$ cat config.mk
export PLATFORM = sky130hd
export DESIGN_NAME = out_buffer_vc_flat
export DESIGN_NICKNAME = d
export VERILOG_FILES = /design/src/rtl/out_buffer_vc_pkg.sv /design/src/rtl/out_buffer_vc_if.sv /design/src/rtl/out_buffer_vc_vc_fifo.sv /design/src/rtl/out_buffer_vc.sv /design/src/flat_wrapper.sv
export SDC_FILE = /design/constraint.sdc
export NUM_CORES = 1
export LEC_CHECK = 0
export BUFFER_PORTS_ARGS = -buffer_cell sky130_fd_sc_hd__buf_2
export CAP_MARGIN = 20
export CORE_MARGIN = 3
export CORE_UTILIZATION = 65
export CTS_CLUSTER_DIAMETER = 120
export DETAILED_ROUTE_END_ITERATION = 7
export HOLD_SLACK_MARGIN = 0.15
export PLACE_DENSITY_LB_ADDON = 0.08
export RECOVER_POWER = 25
export SETUP_SLACK_MARGIN = 0.5
export SLEW_MARGIN = 20
export SYNTH_ARGS = -nofsm -noshare
export SYNTH_HDL_FRONTEND = slang
export SYNTH_SLANG_ARGS = --single-unit
$ cat constraint.sdc
create_clock -name clk -period 6.9 [get_ports clk]
set_clock_uncertainty 0.15 [all_clocks]
set_input_delay 1.38 -clock clk [delete_from_list [all_inputs] [get_ports clk]]
set_output_delay 1.38 -clock clk [all_outputs]
set_load 0.03 [all_outputs]
$ cat src/rtl/out_buffer_vc_pkg.sv
// Shared parameters and helpers for the NoC virtual-channel output buffer.
// Width math and pointer wrap live here so the FIFO and top agree on them.
package noc_buf_pkg;

  localparam int DEF_FLIT_W = 67;

  function automatic int clog2(input int n);
    int r = 0;
    while ((1 << r) < n) r++;
    return r;
  endfunction

  function automatic int vc_width(input int n);
    return (n <= 1) ? 1 : clog2(n);
  endfunction

  // Explicit wrap so non-power-of-2 depths never reach an out-of-range slot.
  function automatic int ptr_next(input int ptr, input int depth);
    return (ptr == depth - 1) ? 0 : ptr + 1;
  endfunction

endpackage

$ cat src/rtl/out_buffer_vc_if.sv
// Crossbar-side write port, downstream stall and link-side outputs of the buffer.
interface out_buffer_vc_if #(
  parameter int FLIT_W = noc_buf_pkg::DEF_FLIT_W,
  parameter int NUM_VC = 2
);
  localparam int VC_W = noc_buf_pkg::vc_width(NUM_VC);

  logic              write;
  logic [VC_W-1:0]   wr_vc;
  logic [FLIT_W-1:0] data_in;
  logic [NUM_VC-1:0] stall_in;
  logic [FLIT_W-1:0] flit_out;
  logic [VC_W-1:0]   vc_out;
  logic              valid_out;
  logic [NUM_VC-1:0] full;
  logic [NUM_VC-1:0] almost_full;
  logic              overflow;

  modport master (
    output write, wr_vc, data_in, stall_in,
    input  flit_out, vc_out, valid_out, full, almost_full, overflow
  );

  modport slave (
    input  write, wr_vc, data_in, stall_in,
    output flit_out, vc_out, valid_out, full, almost_full, overflow
  );
endinterface

$ cat src/rtl/out_buffer_vc_vc_fifo.sv
// One virtual-channel circular FIFO with occupancy count and full/almost-full flags.
module vc_fifo
  import noc_buf_pkg::*;
#(
  parameter int FLIT_W    = DEF_FLIT_W,
  parameter int DEPTH     = 6,
  parameter int AFULL_LVL = 5,
  localparam int CNT_W    = clog2(DEPTH + 1),
  localparam int PTR_W    = (DEPTH > 1) ? clog2(DEPTH) : 1
) (
  input  logic              clk,
  input  logic              rst,
  input  logic              wr_en,
  input  logic              rd_en,
  input  logic [FLIT_W-1:0] wr_data,
  output logic [FLIT_W-1:0] head,
  output logic [CNT_W-1:0]  count,
  output logic [CNT_W-1:0]  count_nxt,
  output logic              full,
  output logic              afull
);

  logic [FLIT_W-1:0] mem [DEPTH];
  logic [PTR_W-1:0]  rd_ptr, wr_ptr;

  always_comb begin
    count_nxt = count;
    if (rd_en && !wr_en)
      count_nxt = count - 1'b1;
    else if (wr_en && !rd_en)
      count_nxt = count + 1'b1;
  end

  always_ff @(posedge clk or negedge rst) begin
    if (!rst) begin
      for (int i = 0; i < DEPTH; i++) mem[i] <= '0;
      rd_ptr <= '0;
      wr_ptr <= '0;
      count  <= '0;
    end else begin
      if (wr_en) begin
        mem[wr_ptr] <= wr_data;
        wr_ptr      <= PTR_W'(ptr_next(int'(wr_ptr), DEPTH));
      end
      if (rd_en)
        rd_ptr <= PTR_W'(ptr_next(int'(rd_ptr), DEPTH));
      count <= count_nxt;
    end
  end

  assign head  = mem[rd_ptr];
  assign full  = (count == CNT_W'(DEPTH));
  assign afull = (count >= CNT_W'(AFULL_LVL));

endmodule

$ cat src/rtl/out_buffer_vc.sv
// NoC router output buffer: NUM_VC independent FIFOs behind a registered
// round-robin selector that presents one head flit per cycle on the link.
module out_buffer_vc
  import noc_buf_pkg::*;
#(
  parameter int FLIT_W    = DEF_FLIT_W,
  parameter int DEPTH     = 6,
  parameter int NUM_VC    = 2,
  parameter int AFULL_LVL = 5,
  localparam int VC_W     = vc_width(NUM_VC),
  localparam int CNT_W    = clog2(DEPTH + 1)
) (
  input  logic           clk,
  input  logic           rst,
  out_buffer_vc_if.slave bus
);

  logic [NUM_VC-1:0] wr_en, rd_en, fifo_full, fifo_afull;
  logic [CNT_W-1:0]  cnt     [NUM_VC];
  logic [CNT_W-1:0]  cnt_nxt [NUM_VC];
  logic [FLIT_W-1:0] head    [NUM_VC];
  logic [VC_W-1:0]   cur_vc, cur_vc_nxt;
  logic              valid, xfer, vc_in_range, drop, ovf, hold, found;
  int                sel_idx;

  for (genvar v = 0; v < NUM_VC; v++) begin : g_vc
    vc_fifo #(
      .FLIT_W   (FLIT_W),
      .DEPTH    (DEPTH),
      .AFULL_LVL(AFULL_LVL)
    ) u_fifo (
      .clk      (clk),
      .rst      (rst),
      .wr_en    (wr_en[v]),
      .rd_en    (rd_en[v]),
      .wr_data  (bus.data_in),
      .head     (head[v]),
      .count    (cnt[v]),
      .count_nxt(cnt_nxt[v]),
      .full     (fifo_full[v]),
      .afull    (fifo_afull[v])
    );
  end

  assign valid       = (cnt[cur_vc] != '0);
  assign xfer        = valid && !bus.stall_in[cur_vc];
  assign vc_in_range = ({1'b0, bus.wr_vc} < (VC_W + 1)'(NUM_VC));

  // A full VC still accepts a write when its head leaves in the same cycle.
  always_comb begin
    rd_en = '0;
    wr_en = '0;
    drop  = 1'b0;
    if (xfer) rd_en[cur_vc] = 1'b1;
    if (bus.write && vc_in_range) begin
      if (!fifo_full[bus.wr_vc] || rd_en[bus.wr_vc])
        wr_en[bus.wr_vc] = 1'b1;
      else
        drop = 1'b1;
    end
  end

  // Search starts one past the current VC so the current one is checked last.
  always_comb begin
    cur_vc_nxt = cur_vc;
    found      = 1'b0;
    sel_idx    = 0;
    hold       = (cnt_nxt[cur_vc] != '0) && !bus.stall_in[cur_vc] && !xfer;
    if (!hold) begin
      for (int i = 1; i <= NUM_VC; i++) begin
        sel_idx = (int'(cur_vc) + i) % NUM_VC;
        if (!found && (cnt_nxt[sel_idx] != '0) && !bus.stall_in[sel_idx]) begin
          cur_vc_nxt = VC_W'(sel_idx);
          found      = 1'b1;
        end
      end
    end
  end

  always_ff @(posedge clk or negedge rst) begin
    if (!rst) begin
      cur_vc <= '0;
      ovf    <= 1'b0;
    end else begin
      cur_vc <= cur_vc_nxt;
      if (drop) ovf <= 1'b1;
    end
  end

  assign bus.flit_out    = head[cur_vc];
  assign bus.vc_out      = cur_vc;
  assign bus.valid_out   = valid;
  assign bus.full        = fifo_full;
  assign bus.almost_full = fifo_afull;
  assign bus.overflow    = ovf;

endmodule

$ cat src/flat_wrapper.sv
// flat-port wrapper written by rule: the top's interface ports become plain ports
module out_buffer_vc_flat import noc_buf_pkg::*;
#(
  parameter int FLIT_W    = DEF_FLIT_W,
  parameter int DEPTH     = 6,
  parameter int NUM_VC    = 2,
  parameter int AFULL_LVL = 5,
  localparam int VC_W     = vc_width(NUM_VC),
  localparam int CNT_W    = clog2(DEPTH + 1)
)
  (clk, rst, bus_write, bus_wr_vc, bus_data_in, bus_stall_in, bus_flit_out, bus_vc_out, bus_valid_out, bus_full, bus_almost_full, bus_overflow);
  out_buffer_vc_if #(.FLIT_W(FLIT_W), .NUM_VC(NUM_VC)) bus_i ();
  input  logic clk;
  input  logic rst;
  input wire logic [$bits(bus_i.write)-1:0] bus_write;
  input wire logic [$bits(bus_i.wr_vc)-1:0] bus_wr_vc;
  input wire logic [$bits(bus_i.data_in)-1:0] bus_data_in;
  input wire logic [$bits(bus_i.stall_in)-1:0] bus_stall_in;
  output wire logic [$bits(bus_i.flit_out)-1:0] bus_flit_out;
  output wire logic [$bits(bus_i.vc_out)-1:0] bus_vc_out;
  output wire logic [$bits(bus_i.valid_out)-1:0] bus_valid_out;
  output wire logic [$bits(bus_i.full)-1:0] bus_full;
  output wire logic [$bits(bus_i.almost_full)-1:0] bus_almost_full;
  output wire logic [$bits(bus_i.overflow)-1:0] bus_overflow;
  assign bus_i.write = bus_write;
  assign bus_i.wr_vc = bus_wr_vc;
  assign bus_i.data_in = bus_data_in;
  assign bus_i.stall_in = bus_stall_in;
  assign bus_flit_out = bus_i.flit_out;
  assign bus_vc_out = bus_i.vc_out;
  assign bus_valid_out = bus_i.valid_out;
  assign bus_full = bus_i.full;
  assign bus_almost_full = bus_i.almost_full;
  assign bus_overflow = bus_i.overflow;
  out_buffer_vc #(.FLIT_W(FLIT_W), .DEPTH(DEPTH), .NUM_VC(NUM_VC), .AFULL_LVL(AFULL_LVL)) u_core (.clk(clk), .rst(rst), .bus(bus_i));
endmodule
; Yosys cells after proc, flatten, opt, wreduce, memory -nomap -nowiden
; Cells that the tools add are included.
[word_totals]
regBits = 824
input_bits = 73
out_inout_bits = 74
[op_classes]
addsub = 10
n_lt_le_gt_ge = 17
eq_ne = 6
mux = 60
n_bitwise = 10
reduce_logical = 31
[op_table]
columns = op, count
row1 = 402-bit bitwise mux, 2
row2 = 67-bit 2-to-1 mux, 9
row3 = 67-bit binary-select mux with 3-bit select, 2
row4 = 67-bit demux with 3-bit select, 2
row5 = 32-bit by 2-bit >= comparator with 1-bit output (second input constant), 2
row6 = 32-bit NOT, 2
row7 = 3-bit 2-to-1 mux, 20
row8 = 1-bit 2-to-1 mux, 20
row9 = 3-bit by 1-bit adder with 3-bit output (second input constant), 6
row10 = 3-bit equality test (second input constant), 6
row11 = 4-bit >= comparator (second input constant), 4
row12 = 3-bit NOT with 4-bit output, 4
row13 = 1-bit logical AND, 14
row14 = 3-bit nonzero test, 4
row15 = 1-bit logical NOT, 10
row16 = 4-bit by 1-bit less-than comparator with 1-bit output (second input constant), 2
row17 = 3-bit >= comparator (second input constant), 2
row18 = 2-bit by 3-bit less-than comparator with 1-bit output (second input constant), 2
row19 = 2-bit 2-to-1 mux, 3
row20 = 3-bit by 1-bit subtractor with 3-bit output (second input constant), 2
row21 = 1-bit by 2-bit less-than comparator with 1-bit output (second input constant), 2
row22 = 1-bit adder (second input constant), 2
row23 = 1-bit bitwise AND (first input constant), 2
row24 = 1-bit demux with 1-bit select, 2
row25 = other kinds (7), 8

; Logic depth before layout (Yosys ltp)
[logic_depth]
depth_word = 27
depth_mapped = 11
ltp_nobuf = 8

; Cells and area by module
; Synthesis repeated with hierarchy kept, for this count alone.
[unflattened]
cells_unflattened = 2649
area_unflattened_um2 = 37973.9
[modules_own_cells]
columns = mod, n_inst, cells_each, area_each_um2
row1 = vc_fifo at u_core.g_vc[0].u_fifo, 1, 1276, 18472.7
row2 = vc_fifo at u_core.g_vc[1].u_fifo, 1, 1273, 18471.5
row3 = out_buffer_vc, 1, 100, 1029.7

; Least setup slack after synthesis
; No wires, ideal clock.
[synth_path]
kind = reg2out
startpoint = register u_core.g_vc[0].u_fifo.rd_ptr[0]
endpoint = output bus_flit_out[47]
t_arrival_ps = 1860
required_ps = 5370
path_slack_ps = 3510
stages_incl_launch_ff = 8
n_path_buf = 4
path_cell_list = dfrtp_1 > buf_2 > buf_2 > buf_2 > buf_2 > mux2i_1 > o22ai_1 > o21a_1
[synth_via]
elab_chain_len = 7
[synth_rtl]
columns = item, line
row1 = start: declaration, out_buffer_vc_vc_fifo.sv:24  ; logic [PTR_W-1:0] rd_ptr, wr_ptr;
row2 = start signal: assignment, out_buffer_vc_vc_fifo.sv:46  ; rd_ptr <= PTR_W'(ptr_next(int'(rd_ptr), DEPTH));
row3 = 3-bit NOT with 4-bit output (not written as such), out_buffer_vc_vc_fifo.sv:51  ; assign head = mem[rd_ptr];
row4 = 67-bit binary-select mux with 3-bit select, out_buffer_vc_vc_fifo.sv:51
row5 = 67-bit 2-to-1 mux (not written as such) (2 in a row), out_buffer_vc_vc_fifo.sv:51
row6 = 67-bit 2-to-1 mux (not written as such) (3 in a row), out_buffer_vc.sv:90  ; assign bus.flit_out = head[cur_vc];
row7 = end: declaration, flat_wrapper.sv:19  ; output wire logic [$bits(bus_i.flit_out)-1:0] bus_flit_out;
; No other way between the ends. The select of a mux whose other input is x is not followed.

; Worst setup path after layout
[layout_path]
startpoint = register u_core.g_vc[0].u_fifo.rd_ptr[2]
endpoint = output bus_flit_out[63]
; The elaborated chain is that of the path after synthesis.

==> out/qor.csv <==
stage;metric;value;unit
synth;top_reg_cell synth;dfrtp_1;
final_layout;storage element area;0.0206;mm^2
global_routing;largest net degree at the start of global routing;177;
critical_path;WP data required;5.37;ns
floorplanning;core area;0.0578;mm^2
cts;Inserted Clock Buffers;85;
status;violated checks;max-capacitance violations, max-slew violations;
cts;post-cts resize count;0;
synth;Post-Synth XOR/XNOR Area;0.00115;
cts;# Post-CTS Setup Buffers;0;
synth;post-synthesis mux area share;0.354;
critical_path;CP Capture Type;output pin;
drt;first drt pass iteration count;5;
global_routing;initial antenna violation count;7;
synth;Post-synth EDFFs;0;
timing;RSZ-0062 raised after global routing;no;
final_layout;commonest non-fill, non-tap cell in the layout;dfrtp_1;
cts;Worst-Skew Late Latency;0.61;ns
cts;clk buf depth;3;
synth;Cells after Synth;2604;
drt;Final ANT Viol Nets;0;
timing;fin crit share;0.717;
drt;via count;22200;
floorplanning;Starting Density;0.658;
final_layout;nets@finish;2702;
floorplanning;num rows;88;
final_layout;area grow syn2layout;10.3;%
placed_design;PortBufs;146;
critical_path;type of the worst setup path;flop to output pin;
cts;cts hold-fix bufs;0;
drt;WL per Instance;25.2;um
final_layout;filler cell count;3796;
floorplanning;Die X-Extent;248;um
final_layout;share of post-route cells with drive strength above 1;0.472;
cts;clock transition at the registers of the reported paths;0.06;ns
synth;synth unique cells;56;
synth;post-synthesis adder-cell area fraction;0.00263;
global_routing;first-pass GRT wire length;138;mm
hold_path;type of the tightest min-delay check;flop to flop;
critical_path;R2R Setup Slk;2.55;ns
synth;simple-gate share of the synthesized area;0.00920;
timing;fin. max-slew vios;111;
drt;initial DRC count;1373;
cts;CTS tree;yes;
final_layout;multi-input logic area;0.0158;mm^2
global_routing;vias in the first global route;23800;
synth;Synthesized Nets;2685;
timing;Max transition margin;-1.03;
placed_design;Placer Congestion;0.763;
synth;largest family of logic cells by synthesized area;multiplexers;
timing;Fin Setup TNS;0;ns
timing;fmax;202;MHz
floorplanning;Die ar.;0.0615;mm^2
cts;CTS Sinks;824;
timing;final worst path period need;4.95;ns
synth;Yosys reg bits;824;
drt;DRC;0;
critical_path;crit-path max FO;50;
timing;# setup viols final;0;
power_and_ir_drop;total power per unit cell area;529;mW/mm^2
synth;Avg Cell Area, Syn;14.6;um^2
placed_design;DP HPWL;47.9;mm
power_and_ir_drop;VDD IR max;0.374;mV
drt;vias per inst;6.41;
synth;Async SR Flop Fraction;1.00;
synth;Ys Warns;0;
critical_path;crit path launch type;flop;
timing;Final Hold Viols;0;
power_and_ir_drop;Leak Pwr;19.0;nW
global_routing;gr usage total;0.291;
status;status;finished with violations;
synth;Seq/Total Area, Yosys;0.542;
cts;H-Tree Depth;3;
floorplanning;# IOs;147;
floorplanning;chip height;248;um
drt;final WL;87.3;mm
job;Max Cap Violations;1;
critical_path;Arr. time, crit path;3.42;ns
synth;combined area of all synthesized cells;0.0381;mm^2
synth;Synth Area in Compound Gates;0.0465;
timing;Slew @ Worst Pin;3.04;ns
cts;CTS root buffer;clkbuf_16;
final_layout;most frequent cells in the layout;817 x dfrtp_1, 776 x mux2_2, 145 x inv_1;
global_routing;grt total ovfl;0;
timing;Hold WS;0.309;ns
==> worst paths after layout <==
kind                                                 startpoint                             end  cells past startpoint
worst min-delay path                        u_core.bus.overflow             u_core.bus.overflow                      1
max in group asynchronous                                   rst               u_core.bus.vc_out                      2
worst max-delay path            u_core.g_vc[0].u_fifo.rd_ptr[2]                bus_flit_out[63]                      7
worst max register to register                u_core.bus.vc_out  u_core.g_vc[1].u_fifo.mem[220]                      7
min in group asynchronous                                   rst  u_core.g_vc[1].u_fifo.mem[263]                      1
worst min register to register              u_core.bus.overflow             u_core.bus.overflow                      1
==> layer usage <==
metal / vias to the layer above / routed length, um / global-route usage
met5: - / 13 / 0.000795
met4: 2 / 1910 / 0.0795
met3: 129 / 4150 / 0.0427
met2: 514 / 43000 / 0.477
met1: 12000 / 38200 / 0.413
li1: 9517 / - / -
==> cell type report <==
type                            instances  area share
Antenna cell                            9    0.000537
Clock buffer                          131      0.0633
Clock inverter                         21     0.00435
Inverter                              145      0.0130
Multi-Input combinational cell       1381       0.376
Sequential cell                       824       0.492
Tap cell                              765      0.0228
Timing Repair Buffer                  184      0.0281
==> state kept, by name, summed over array words and instances (netlist names) <==
signal and count:
u_core.g_vc.u_fifo.count 6, u_core.g_vc.u_fifo.wr_ptr 6, u_core.g_vc.u_fifo.mem 804, u_core.bus.vc_out 1
u_core.g_vc.u_fifo.rd_ptr 6, u_core.bus.overflow 1
==> cell families (layout without fill, tap and decap cells) <==
logic type               count (synthesis)  after routing
multiplexers                          1073           1073
flip-flops                             824            824
buffers and inverters                  399            481
AO/OA/AOI/OAI                          237            237
AND/OR/NAND/NOR                         58             58
adder cells (fa/ha/maj)                  8              8
XOR/XNOR                                 5              5
other                                    0              9
==> where the power goes <==
group / leakage, nW / internal (W) / switching (W) / total [W]
combinational: 7.35 / 0.00456 / 0.00429 / 0.00884
sequential: 10.2 / 0.00719 / 0.00155 / 0.00874
clock: 1.42 / 0.00275 / 0.00186 / 0.00461
total: 19.0 / 0.0145 / 0.00769 / 0.0222
==> through the flow <==
step | util | power (W) | instances | area [um^2] | worst slack [ns]
finish | 0.726 | 0.0222 | 3460 | 42000 | 1.95
floorplan | - | 0.0152 | 2604 | 38100 | 3.51
global route | 0.726 | 0.0234 | 3453 | 42000 | 1.79
detailed placement | 0.677 | 0.0176 | 3298 | 39100 | 2.54
global placement | 0.677 | 0.0172 | 3297 | 39100 | 2.58
CTS | 0.726 | 0.0223 | 3450 | 42000 | 1.93
==> critical path, cell delays in order, from the launching register on <==
cell and delay (ns):
dfrtp_4 0.69, buf_4 0.83, mux4_2 0.37, inv_1 0.05
o22ai_1 0.14, nor2_1 0.06, a21oi_1 0.37, buf_2 0.28
==> Yosys cell counts (7+ instances only) <==
| cell | number | area, um^2 |
|---|---|---|
| dfrtp_1 | 824 | 20600 |
| nand2_1 | 16 | 60.1 |
| buf_4 | 12 | 90.1 |
| mux2_2 | 776 | 8740 |
| clkbuf_1 | 130 | 488 |
| ha_1 | 8 | 100 |
| buf_6 | 9 | 101 |
| o21ai_0 | 9 | 45.0 |
| mux2_4 | 19 | 285 |
| o22ai_1 | 68 | 425 |
| buf_2 | 66 | 330 |
| o221ai_1 | 67 | 587 |
| mux4_2 | 133 | 3000 |
| o21a_1 | 66 | 495 |
| buf_1 | 37 | 139 |
| inv_1 | 145 | 544 |
| mux2i_1 | 136 | 1360 |
| nor2_1 | 7 | 26.3 |
| mux2_1 | 9 | 101 |
Power figures use the tool's default switching activity.
